## src/rtl/pocket_audio_pkg.sv

```systemverilog
// Shared types and constants for the Pocket audio path.
//   i2s_mode_e     : serial framing, I2S_MODE_STD (I2S) or I2S_MODE_LJ (left-justified)
//   UNDERRUN_CNT_W : width of the optional underrun counter
package pocket_audio_pkg;

    typedef enum logic {
        I2S_MODE_STD = 1'b0,
        I2S_MODE_LJ  = 1'b1
    } i2s_mode_e;

    localparam int UNDERRUN_CNT_W = 16;

endpackage

```

## src/rtl/audio_sample_fifo.sv

```systemverilog
// Synchronous stereo-sample FIFO with show-ahead read data.
// Ports:
//   clk, reset (async, active high)
//   wr_en / wr_data : push one entry (caller guarantees !full)
//   rd_en / rd_data : pop one entry (caller guarantees !empty); rd_data shows the head
//   full / empty    : occupancy flags
module audio_sample_fifo #(
    parameter int WIDTH = 32,
    parameter int DEPTH = 4
) (
    input  logic             clk,
    input  logic             reset,
    input  logic             wr_en,
    input  logic [WIDTH-1:0] wr_data,
    input  logic             rd_en,
    output logic [WIDTH-1:0] rd_data,
    output logic             full,
    output logic             empty
);

    localparam int AW = (DEPTH > 1) ? $clog2(DEPTH) : 1;

    logic [WIDTH-1:0] mem [DEPTH];
    logic [AW-1:0]    wr_ptr;
    logic [AW-1:0]    rd_ptr;
    logic [AW:0]      count;

    assign full    = (count == (AW+1)'(DEPTH));
    assign empty   = (count == '0);
    assign rd_data = mem[rd_ptr];

    // Storage is not reset; an empty count makes stale entries unreachable.
    always_ff @(posedge clk) begin
        if (wr_en) mem[wr_ptr] <= wr_data;
    end

    // Depth is a power of two, so the pointers wrap on their own.
    always_ff @(posedge clk or posedge reset) begin
        if (reset) begin
            wr_ptr <= '0;
            rd_ptr <= '0;
            count  <= '0;
        end else begin
            if (wr_en) wr_ptr <= wr_ptr + 1'b1;
            if (rd_en) rd_ptr <= rd_ptr + 1'b1;
            case ({wr_en, rd_en})
                2'b10:   count <= count + 1'b1;
                2'b01:   count <= count - 1'b1;
                default: count <= count;
            endcase
        end
    end

endmodule

```

## src/rtl/pocket_i2s_tx.sv

```systemverilog
// I2S / left-justified serial transmitter for the Pocket DAC.
// Generates sclk/lrck from clk, buffers stereo samples, shifts them out MSB first.
// Ports:
//   clk, reset            : system clock, async active-high reset
//   in_valid/in_ready     : sample-pair handshake (in_ready = FIFO not full)
//   in_l, in_r            : left/right samples, DATA_W bits two's complement
//   mute                  : zeroes the next frame, sampled at frame start only
//   audio_sclk/lrck/dac   : DAC pins (lrck 0 = left, 1 = right)
//   underrun              : 1-clk pulse when a frame starts with the FIFO empty
//   underrun_cnt          : saturating underrun count, present only when
//                           POCKET_I2S_UNDERRUN_CNT_EN is defined
module pocket_i2s_tx
    import pocket_audio_pkg::*;
#(
    parameter int        DATA_W     = 16,
    parameter int        SLOT_W     = 32,
    parameter int        SCLK_DIV   = 8,
    parameter int        FIFO_DEPTH = 4,
    parameter i2s_mode_e MODE       = I2S_MODE_STD
) (
    input  logic              clk,
    input  logic              reset,
    input  logic              in_valid,
    output logic              in_ready,
    input  logic [DATA_W-1:0] in_l,
    input  logic [DATA_W-1:0] in_r,
    input  logic              mute,
    output logic              audio_sclk,
    output logic              audio_lrck,
    output logic              audio_dac,
`ifdef POCKET_I2S_UNDERRUN_CNT_EN
    output logic              underrun,
    output logic [UNDERRUN_CNT_W-1:0] underrun_cnt
`else
    output logic              underrun
`endif
);

    localparam int FRAME_W = 2 * SLOT_W;
    localparam int BW      = $clog2(FRAME_W);
    localparam int DW      = $clog2(SCLK_DIV);

    localparam logic [BW-1:0] B_LAST = BW'(FRAME_W - 1);
    localparam logic [BW-1:0] B_HALF = BW'(SLOT_W);
    localparam logic [DW-1:0] D_RISE = DW'(SCLK_DIV / 2 - 1);
    localparam logic [DW-1:0] D_FALL = DW'(SCLK_DIV - 1);

    if (DATA_W < 1 || DATA_W > SLOT_W) begin : g_bad_data_w
        $error("pocket_i2s_tx: DATA_W must be 1..SLOT_W");
    end
    if (SCLK_DIV < 4 || (SCLK_DIV % 2) != 0) begin : g_bad_sclk_div
        $error("pocket_i2s_tx: SCLK_DIV must be even and >= 4");
    end
    if (FIFO_DEPTH < 2 || (FIFO_DEPTH & (FIFO_DEPTH - 1)) != 0) begin : g_bad_depth
        $error("pocket_i2s_tx: FIFO_DEPTH must be a power of 2, >= 2");
    end

    logic [DW-1:0]        div_cnt;
    logic [BW-1:0]        bit_cnt;
    logic [FRAME_W-1:0]   shift_q;
    logic                 fifo_full;
    logic                 fifo_empty;
    logic [2*DATA_W-1:0]  fifo_rd_data;
    logic                 fall_tick;
    logic                 frame_start;
    logic [BW-1:0]        b_next;
    logic [BW-1:0]        b_lead;
    logic [SLOT_W-1:0]    slot_l;
    logic [SLOT_W-1:0]    slot_r;
    logic [FRAME_W-1:0]   load_word;

    assign fall_tick   = (div_cnt == D_FALL);
    assign b_next      = (bit_cnt == B_LAST) ? '0 : bit_cnt + 1'b1;
    // STD framing switches lrck one bit ahead of the data it labels.
    assign b_lead      = (b_next == B_LAST) ? '0 : b_next + 1'b1;
    assign frame_start = fall_tick && (b_next == '0);
    assign in_ready    = !fifo_full;

    // Samples sit MSB-aligned in their slot with zero padding below.
    assign slot_l    = SLOT_W'(fifo_rd_data[2*DATA_W-1 -: DATA_W]) << (SLOT_W - DATA_W);
    assign slot_r    = SLOT_W'(fifo_rd_data[DATA_W-1:0]) << (SLOT_W - DATA_W);
    assign load_word = (fifo_empty || mute) ? '0 : {slot_l, slot_r};

    // The FIFO is popped every frame even when muted, keeping the sample rate.
    audio_sample_fifo #(
        .WIDTH (2 * DATA_W),
        .DEPTH (FIFO_DEPTH)
    ) u_fifo (
        .clk     (clk),
        .reset   (reset),
        .wr_en   (in_valid && !fifo_full),
        .wr_data ({in_l, in_r}),
        .rd_en   (frame_start && !fifo_empty),
        .rd_data (fifo_rd_data),
        .full    (fifo_full),
        .empty   (fifo_empty)
    );

    always_ff @(posedge clk or posedge reset) begin
        if (reset) begin
            div_cnt    <= '0;
            bit_cnt    <= B_LAST;
            shift_q    <= '0;
            audio_sclk <= 1'b0;
            audio_lrck <= 1'b0;
            audio_dac  <= 1'b0;
            underrun   <= 1'b0;
        end else begin
            underrun <= 1'b0;
            div_cnt  <= fall_tick ? '0 : div_cnt + 1'b1;
            if (div_cnt == D_RISE) audio_sclk <= 1'b1;
            if (fall_tick) begin
                audio_sclk <= 1'b0;
                bit_cnt    <= b_next;
                audio_lrck <= (MODE == I2S_MODE_LJ) ? (b_next >= B_HALF) : (b_lead >= B_HALF);
                if (frame_start) begin
                    audio_dac <= load_word[FRAME_W-1];
                    shift_q   <= {load_word[FRAME_W-2:0], 1'b0};
                    underrun  <= fifo_empty;
                end else begin
                    audio_dac <= shift_q[FRAME_W-1];
                    shift_q   <= {shift_q[FRAME_W-2:0], 1'b0};
                end
            end
        end
    end

`ifdef POCKET_I2S_UNDERRUN_CNT_EN
    always_ff @(posedge clk or posedge reset) begin
        if (reset) begin
            underrun_cnt <= '0;
        end else if (frame_start && fifo_empty && (underrun_cnt != '1)) begin
            underrun_cnt <= underrun_cnt + 1'b1;
        end
    end
`endif

endmodule

```

## config.mk

```make
export PLATFORM = sky130hd
export DESIGN_NAME = pocket_i2s_tx
export DESIGN_NICKNAME = d
export VERILOG_FILES = /design/src/rtl/pocket_audio_pkg.sv /design/src/rtl/audio_sample_fifo.sv /design/src/rtl/pocket_i2s_tx.sv
export SDC_FILE = /design/constraint.sdc
export NUM_CORES = 1
export LEC_CHECK = 0
export CAP_MARGIN = 25
export CORE_ASPECT_RATIO = 1.75
export CORE_MARGIN = 2
export CORE_UTILIZATION = 54
export DETAILED_ROUTE_END_ITERATION = 10
export PLACE_DENSITY = 0.76
export SYNTH_ARGS = -nofsm -noshare
export SYNTH_HDL_FRONTEND = slang
export SYNTH_SLANG_ARGS = --single-unit
```

## constraint.sdc

```tcl
create_clock -name clk -period 2.95 [get_ports clk]
set_clock_uncertainty 0.2 [all_clocks]
set_input_delay 0.59 -clock clk [delete_from_list [all_inputs] [get_ports clk]]
set_output_delay 0.59 -clock clk [all_outputs]
set_load 0.05 [all_outputs]
```

==> key figures, run 1 <==
Timing
  • Tcrit/Tclk final: 93.9%
  • Slew HR: 37.8%
  • Final Hold Violating Endpoints: 0
  • Post-route setup TNS: 0 ns
  • Hold Slack: 0.241 ns
  • Final Max Tran Viols: 0
  • Upper clock frequency limit: 361 MHz
  • Final setup fails: 0
  • Slew @ Worst Pin: 0.933 ns
  • Worst Setup Slack, final: 0.179 ns
  • Tmin final: 2.77 ns

Drt
  • Total wire length: 14000 um
  • ANT nets after route: 0
  • Highest metal used: met4
  • Vias: 4131
  • M1 WL: 5320 um
  • TritonRoute pass-1 iters: 4
  • DRC: 0
  • DRT iter0 DRCs: 269
  • Routed wl met2: 8080 um
  • Routed WL per cell: 19.2 um
  • Metal3 WL: 347 um
  • Via-per-instance ratio: 5.68

Synth
  • Distinct cells, synth: 38
  • Syn Area/Cell: 16.5 um2
  • Main synth FF type: edfxtp_1
  • Mapped Area: 8000 um2
  • Yosys top cell by area: edfxtp_1
  • Synth top area share: 48.0%
  • Post-synthesis sequential area ratio: 69.1%
  • Synthesized flop and latch total: 195
  • Top post-synthesis cells by area: edfxtp_1 48%, dfrtp_1 19%, mux4_2 9.0%
  • Yosys warning count: 0
  • Most numerous cell in the Yosys netlist: edfxtp_1
  • Syn_nets: 534
  • Most instantiated cells after synthesis: 128 x edfxtp_1, 61 x dfrtp_1, 60 x inv_1
  • EDFF count, synth: 128
  • Cell count after synthesis: 486
  • Asr flop ratio synth: 34.4%

Clock network
  • Root Buffer: clkbuf_16
  • Clk slew on worst S/H paths: 0.07 ns
  • Max Root-Sink Buffers: 2
  • Worst skew pair latency: 0.43 ns
  • Htree depth: 4
  • CTS buffer count: 17
  • CTS tree: built
  • Clock sink count: 195

Placement
  • Post-DP HPWL: 8460 um
  • I/O Buffers: 40
  • Placer Congestion: 0.737
  • Placed insts: 693
  • Placement Setup Slack: -0.0892 ns
  • DP Area: 8670 um2

Cells and area
  • Non-Filler Instances: 727
  • Area grow syn2layout: 16.0%
  • Finished Cell Area: 9280 um2
  • ANT cells: 0
  • Nets: 582
  • Final core occ: 64.3%
  • Share of cells above drive strength 1: 22.1%

GRT
  • Gr ovfl total: 0
  • First-pass GRT wire length: 23000 um
  • Initial antenna violation count: 0
  • Number of global-route vias before repair: 4620
  • GRT Resource Usage Total: 19.7%
  • Largest net degree at the start of global routing: 79

Outcome
  • Status: completed

Floorplan
  • I/O Pins: 41
  • Die Wd: 96.0 um
  • Die ar.: 15800 um2
  • Die Span Y: 165 um
  • Initial Util: 55.4%
  • Cell Rows: 58
  • CORE AREA: 14400 um2

Power
  • Maximum resistive drop on vdd: 0.418 mV
  • Leakage: 3.28 nW
  • Cell Pwr Density: 681 nW/um2
  • Total power: 6.32 mW

Setup path
  • CP startpoint kind: flip-flop
  • R2R Setup Slk: 0.18 ns
  • WP data arrival: 2.93 ns
  • Required time of the critical path: 3.11 ns
  • CP Max Fanout: 8
  • Crit Path Category: reg -> reg
  • Crit path capture type: flip-flop

Worst hold path
  • Worst hold path type: reg -> reg

Job
  • MaxCap Viol Count: 0
## layout make-up
type,count,area [um2]
multi-input combinational,204,2150
clock buffer,18,429
sequential,195,5530
inverter,60,225
timing repair buffer,56,583
tap,180,225
fill,984,5160
clock inverter,14,141
## path summary, 6_finish.rpt
check,start,endpoint,cells after the start
min reg2reg,div_cnt[0]$_DFF_PP0_,div_cnt[0]$_DFF_PP0_,1
max in group asynchronous,reset,bit_cnt[4]$_DFFE_PP1P_,3
min in group asynchronous,reset,shift_q[30]$_DFFE_PP0P_,2
max,bit_cnt[3]$_DFFE_PP1P_,u_fifo.count[2]$_DFFE_PP0P_,10
max reg2reg,bit_cnt[3]$_DFFE_PP1P_,u_fifo.count[2]$_DFFE_PP0P_,10
min,div_cnt[0]$_DFF_PP0_,div_cnt[0]$_DFF_PP0_,1
## power by group
| part | internal (mW) | total (mW) | leakage [nW] | switching (mW) |
|---|---|---|---|---|
| clock network | 1.13 | 2.19 | 0.275 | 1.07 |
| logic | 0.248 | 0.687 | 1.07 | 0.439 |
| registers | 3.34 | 3.44 | 1.94 | 0.100 |
## layout by cell type, fill, tap and decap left out, drive strengths merged, types with 2 or more instances in the layout
master         count
clkinvlp           2
ha                11
xnor2              7
buf               16
nor2              11
o21ai              6
o22ai             48
nand4              2
clkdlybuf4s50     40
and2               3
o211ai             2
a21oi              2
clkinv             4
nand2             23
mux2i             32
dfstp              6
nor3               3
clkbuf            18
dfrtp             61
and3               8
inv               68
edfxtp           128
mux4              32
xor2               3
## worst max-delay path: stages, from the launching register on
cell and delay [ns]:
dfstp_2 0.62, and3_4 0.24, mux2i_4 0.27, nand2_2 0.09, nor3_2 0.23, ha_1 0.21
inv_1 0.06, fa_1 0.37, xor2_1 0.15, nor2_1 0.11, xor2_1 0.15
## logic make-up after synthesis
logic type               share of synthesized area [%]
adder cells (fa/ha/maj)                           1.97
AO/OA/AOI/OAI                                     6.69
AND/OR/NAND/NOR                                   3.39
buffers and inverters                             4.57
multiplexers                                      13.2
flip-flops                                        69.1
XOR/XNOR                                          1.09
## per-layer routing
| metal | up-vias | GRT usage [%] |
|---|---|---|
| li1 | 1902 | - |
| met1 | 2146 | 22.9 |
| met2 | 65 | 35.1 |
| met3 | 18 | 4.20 |
| met4 | 0 | 7.14 |
| met5 | - | 0 |
## state kept, by name, indices dropped and copies added (netlist names)
register	flops
u_fifo.rd_ptr	2
audio_dac	1
bit_cnt	6
u_fifo.wr_ptr	2
audio_lrck	1
shift_q	47
audio_sclk	1
underrun	1
div_cnt	3
u_fifo.mem	128
u_fifo.count	3
## repair_timing
action                                  CTS  global route
hold buffers                              0             0
pin swaps                                 0             1
setup buffers                             0             2
gates cloned                              0             0
resized for setup                         2             3
endpoints found under the setup margin    1             1
(Power assumes the default switching activity.)
==> inputs of run 2 (changes only) <==
Settings changed: TNS_END_PERCENT set to 1.
==> results of run 2 <==
Final layout, timing and power as in run 1 (identical DEF).
==> inputs of run 3 (changes only) <==
Settings changed: SYNTH_HIERARCHICAL set to 1.
==> key figures, run 3 <==
Outcome
  • Status: completed

Cells and area
  • Final core occ: 63.8%
  • Top reg by flops: u_fifo/mem
  • Biggest regs: u_fifo/mem (128), shift_q (47), bit_cnt (6)
  • Share of cells above drive strength 1: 16.2%
  • Area grow syn2layout: 15.5%
  • Finished Cell Area: 9210 um2
  • Largest register FFs: 128
  • Nets: 586
  • Commonest non-fill, non-tap cell in the layout: edfxtp_1
  • Fillers: 1008
  • Most frequent cells in the layout: 128 x edfxtp_1, 60 x dfrtp_1, 40 x clkdlybuf4s50_1
  • ANT cells: 0

Setup path
  • CP startpoint kind: flip-flop
  • CP Max Fanout: 9
  • Required time of the critical path: 3.09 ns
  • R2R Setup Slk: 0.12 ns
  • Crit path capture type: flip-flop
  • Crit Path Category: reg -> reg
  • WP data arrival: 2.97 ns

Synth
  • Most numerous cell in the Yosys netlist: edfxtp_1
  • Mapped Area: 7980 um2
  • EDFF count, synth: 128
  • Post-synthesis sequential area ratio: 69.3%
  • Synthesized flop and latch total: 195
  • Yosys top cell by area: edfxtp_1
  • Distinct cells, synth: 38
  • Synth top area share: 48.2%
  • Asr flop ratio synth: 34.4%
  • Cell count after synthesis: 497
  • Syn Area/Cell: 16.0 um2
  • Syn_nets: 545
  • Main synth FF type: edfxtp_1
  • Yosys warning count: 6
  • Most instantiated cells after synthesis: 128 x edfxtp_1, 61 x dfrtp_1, 37 x nand3_1
  • Top post-synthesis cells by area: edfxtp_1 48%, dfrtp_1 19%, mux4_2 7.9%

Timing
  • Slew @ Worst Pin: 0.953 ns
  • Unrepaired setup endpoints after global routing: no
  • Slew HR: 36.5%
  • Tmin final: 2.83 ns
  • Tcrit/Tclk final: 95.8%
  • Final Max Tran Viols: 0
  • Upper clock frequency limit: 354 MHz
  • Post-route setup TNS: 0 ns
  • Final Hold Violating Endpoints: 0
  • Final setup fails: 0

Clock network
  • Clock sink count: 195
  • Clk slew on worst S/H paths: 0.07 ns
  • Max Root-Sink Buffers: 2
  • CTS tree: built
  • Htree depth: 4
  • Hold_buf cts: 0
  • Root Buffer: clkbuf_16
  • CTS buffer count: 17
  • Worst skew pair latency: 0.42 ns

Power
  • Flop pwr share: 52.6%
  • Clk pwr share: 36.1%
  • Cell Pwr Density: 709 nW/um2
  • Combinational share of power: 11.2%
  • Pint: 5.00 mW
  • Total power: 6.53 mW
  • Psw: 1.53 mW
  • Leakage: 3.12 nW
  • Maximum resistive drop on vdd: 0.622 mV
  • Switching Fraction: 23.4%

GRT
  • Largest net degree at the start of global routing: 81
  • Initial antenna violation count: 0
  • First-pass GRT wire length: 22100 um
  • Gr ovfl total: 0
  • Number of global-route vias before repair: 4397
  • GRT Resource Usage Total: 18.9%

Drt
  • Total wire length: 13800 um
  • Routed WL per cell: 18.9 um
  • Vias: 4247
  • Via-per-instance ratio: 5.81
  • DRT iter0 DRCs: 296
  • DRC: 0
  • ANT nets after route: 0
  • TritonRoute pass-1 iters: 4

Floorplan
  • CORE AREA: 14400 um2
  • Die ar.: 15800 um2
  • Die Wd: 95.9 um
  • Die Span Y: 165 um
  • I/O Pins: 41
  • Cell Rows: 58
  • Initial Util: 55.2%

Placement
  • DP Area: 8580 um2
  • I/O Buffers: 40
  • Post-DP HPWL: 8260 um
  • Placer Congestion: 0.751

Job
  • MaxCap Viol Count: 0

Worst hold path
  • Worst hold path type: reg -> reg
==> run 3: cell count changes after synthesis, moves of 3 or more <==
cell	before	now
o22ai_1	24	16
o21ai_1	0	5
o22ai_2	24	0
buf_12	0	3
inv_1	60	31
nor2_1	11	8
nand3_1	1	37
o21ai_0	6	34
mux4_1	0	4
and3_1	7	3
mux4_2	32	28
==> run 3: final cells by class <==
type | count | area [um2] | share of cell area, %
flip-flops and latches | 195 | 5530 | 60.0
multi-input cells | 238 | 2150 | 23.3
repair buffers | 55 | 576 | 6.25
clock buffers | 19 | 443 | 4.81
well taps | 180 | 225 | 2.44
clock inverters | 13 | 174 | 1.89
inverters | 31 | 116 | 1.26
==> run 3: cells by family after synthesis <==
kind of cell	after synthesis	synth area share, %
DFF	195	69.3
and+or+nand+nor	88	5.35
buffers and inverters	64	4.31
muxes	64	13.2
AOI/OAI and AO/OA	63	4.61
adders and majority gates	12	1.98
xor gates and xnor gates	11	1.21
==> run 3: worst paths after layout <==
kind,startpoint,cells past startpoint,end
max reg2reg,bit_cnt[2]$_DFFE_PP1P_,10,u_fifo/count[2]$_DFFE_PP0P_
min,div_cnt[0]$_DFF_PP0_,1,div_cnt[0]$_DFF_PP0_
min reg2reg,div_cnt[0]$_DFF_PP0_,1,div_cnt[0]$_DFF_PP0_
min in group asynchronous,reset,2,u_fifo/wr_ptr[0]$_DFFE_PP0P_
max in group asynchronous,reset,3,bit_cnt[4]$_DFFE_PP1P_
max,bit_cnt[2]$_DFFE_PP1P_,10,u_fifo/count[2]$_DFFE_PP0P_
==> run 3: metal layers <==
| metal | track usage (%) | up-vias | part of all wire, % |
|---|---|---|---|
| met5 | 0 | - | 0 |
| met4 | 6.43 | 0 | 1.7 |
| met3 | 3.97 | 23 | 3.5 |
| met2 | 33.0 | 102 | 55 |
| met1 | 23.1 | 2176 | 40 |
| li1 | - | 1946 | - |
==> run 3: what timing repair did <==
action | 4_1_cts | 5_1_grt
buffers inserted | 0 | 1
setup endpoints to repair | 1 | 1
gates resized for setup | 1 | 1
==> run 3: power groups by stage <==
stage               logic, mW  clock network (mW)  registers (mW)
CTS                     0.746                2.39            3.44
global placement        0.713                   0            3.47
finish                  0.734                2.36            3.44
detailed placement      0.743                   0            3.49
global route            0.794                2.49            3.46
floorplan               0.412                   0            3.47
==> run 3: through the flow <==
stage	hold WS [ns]	worst slack [ns]	std cells
2_1_floorplan	0.193	0.00108	497
3_3_place_gp	0.216	0.221	698
3_5_place_dp	0.223	0.0548	698
4_1_cts	0.229	0.0702	730
5_1_grt	0.242	0.00556	731
6_report	0.224	0.124	731
==> run 3: worst max-delay path, stage by stage (launching register included) <==
cell and delay, ns:
dfstp_2 0.42, and3_4 0.20, or3_4 0.35, a311oi_4 0.35, nor2b_4 0.24, ha_4 0.15
inv_1 0.05, fa_2 0.33, xor2_1 0.15, nor2_1 0.15, xor2_1 0.16
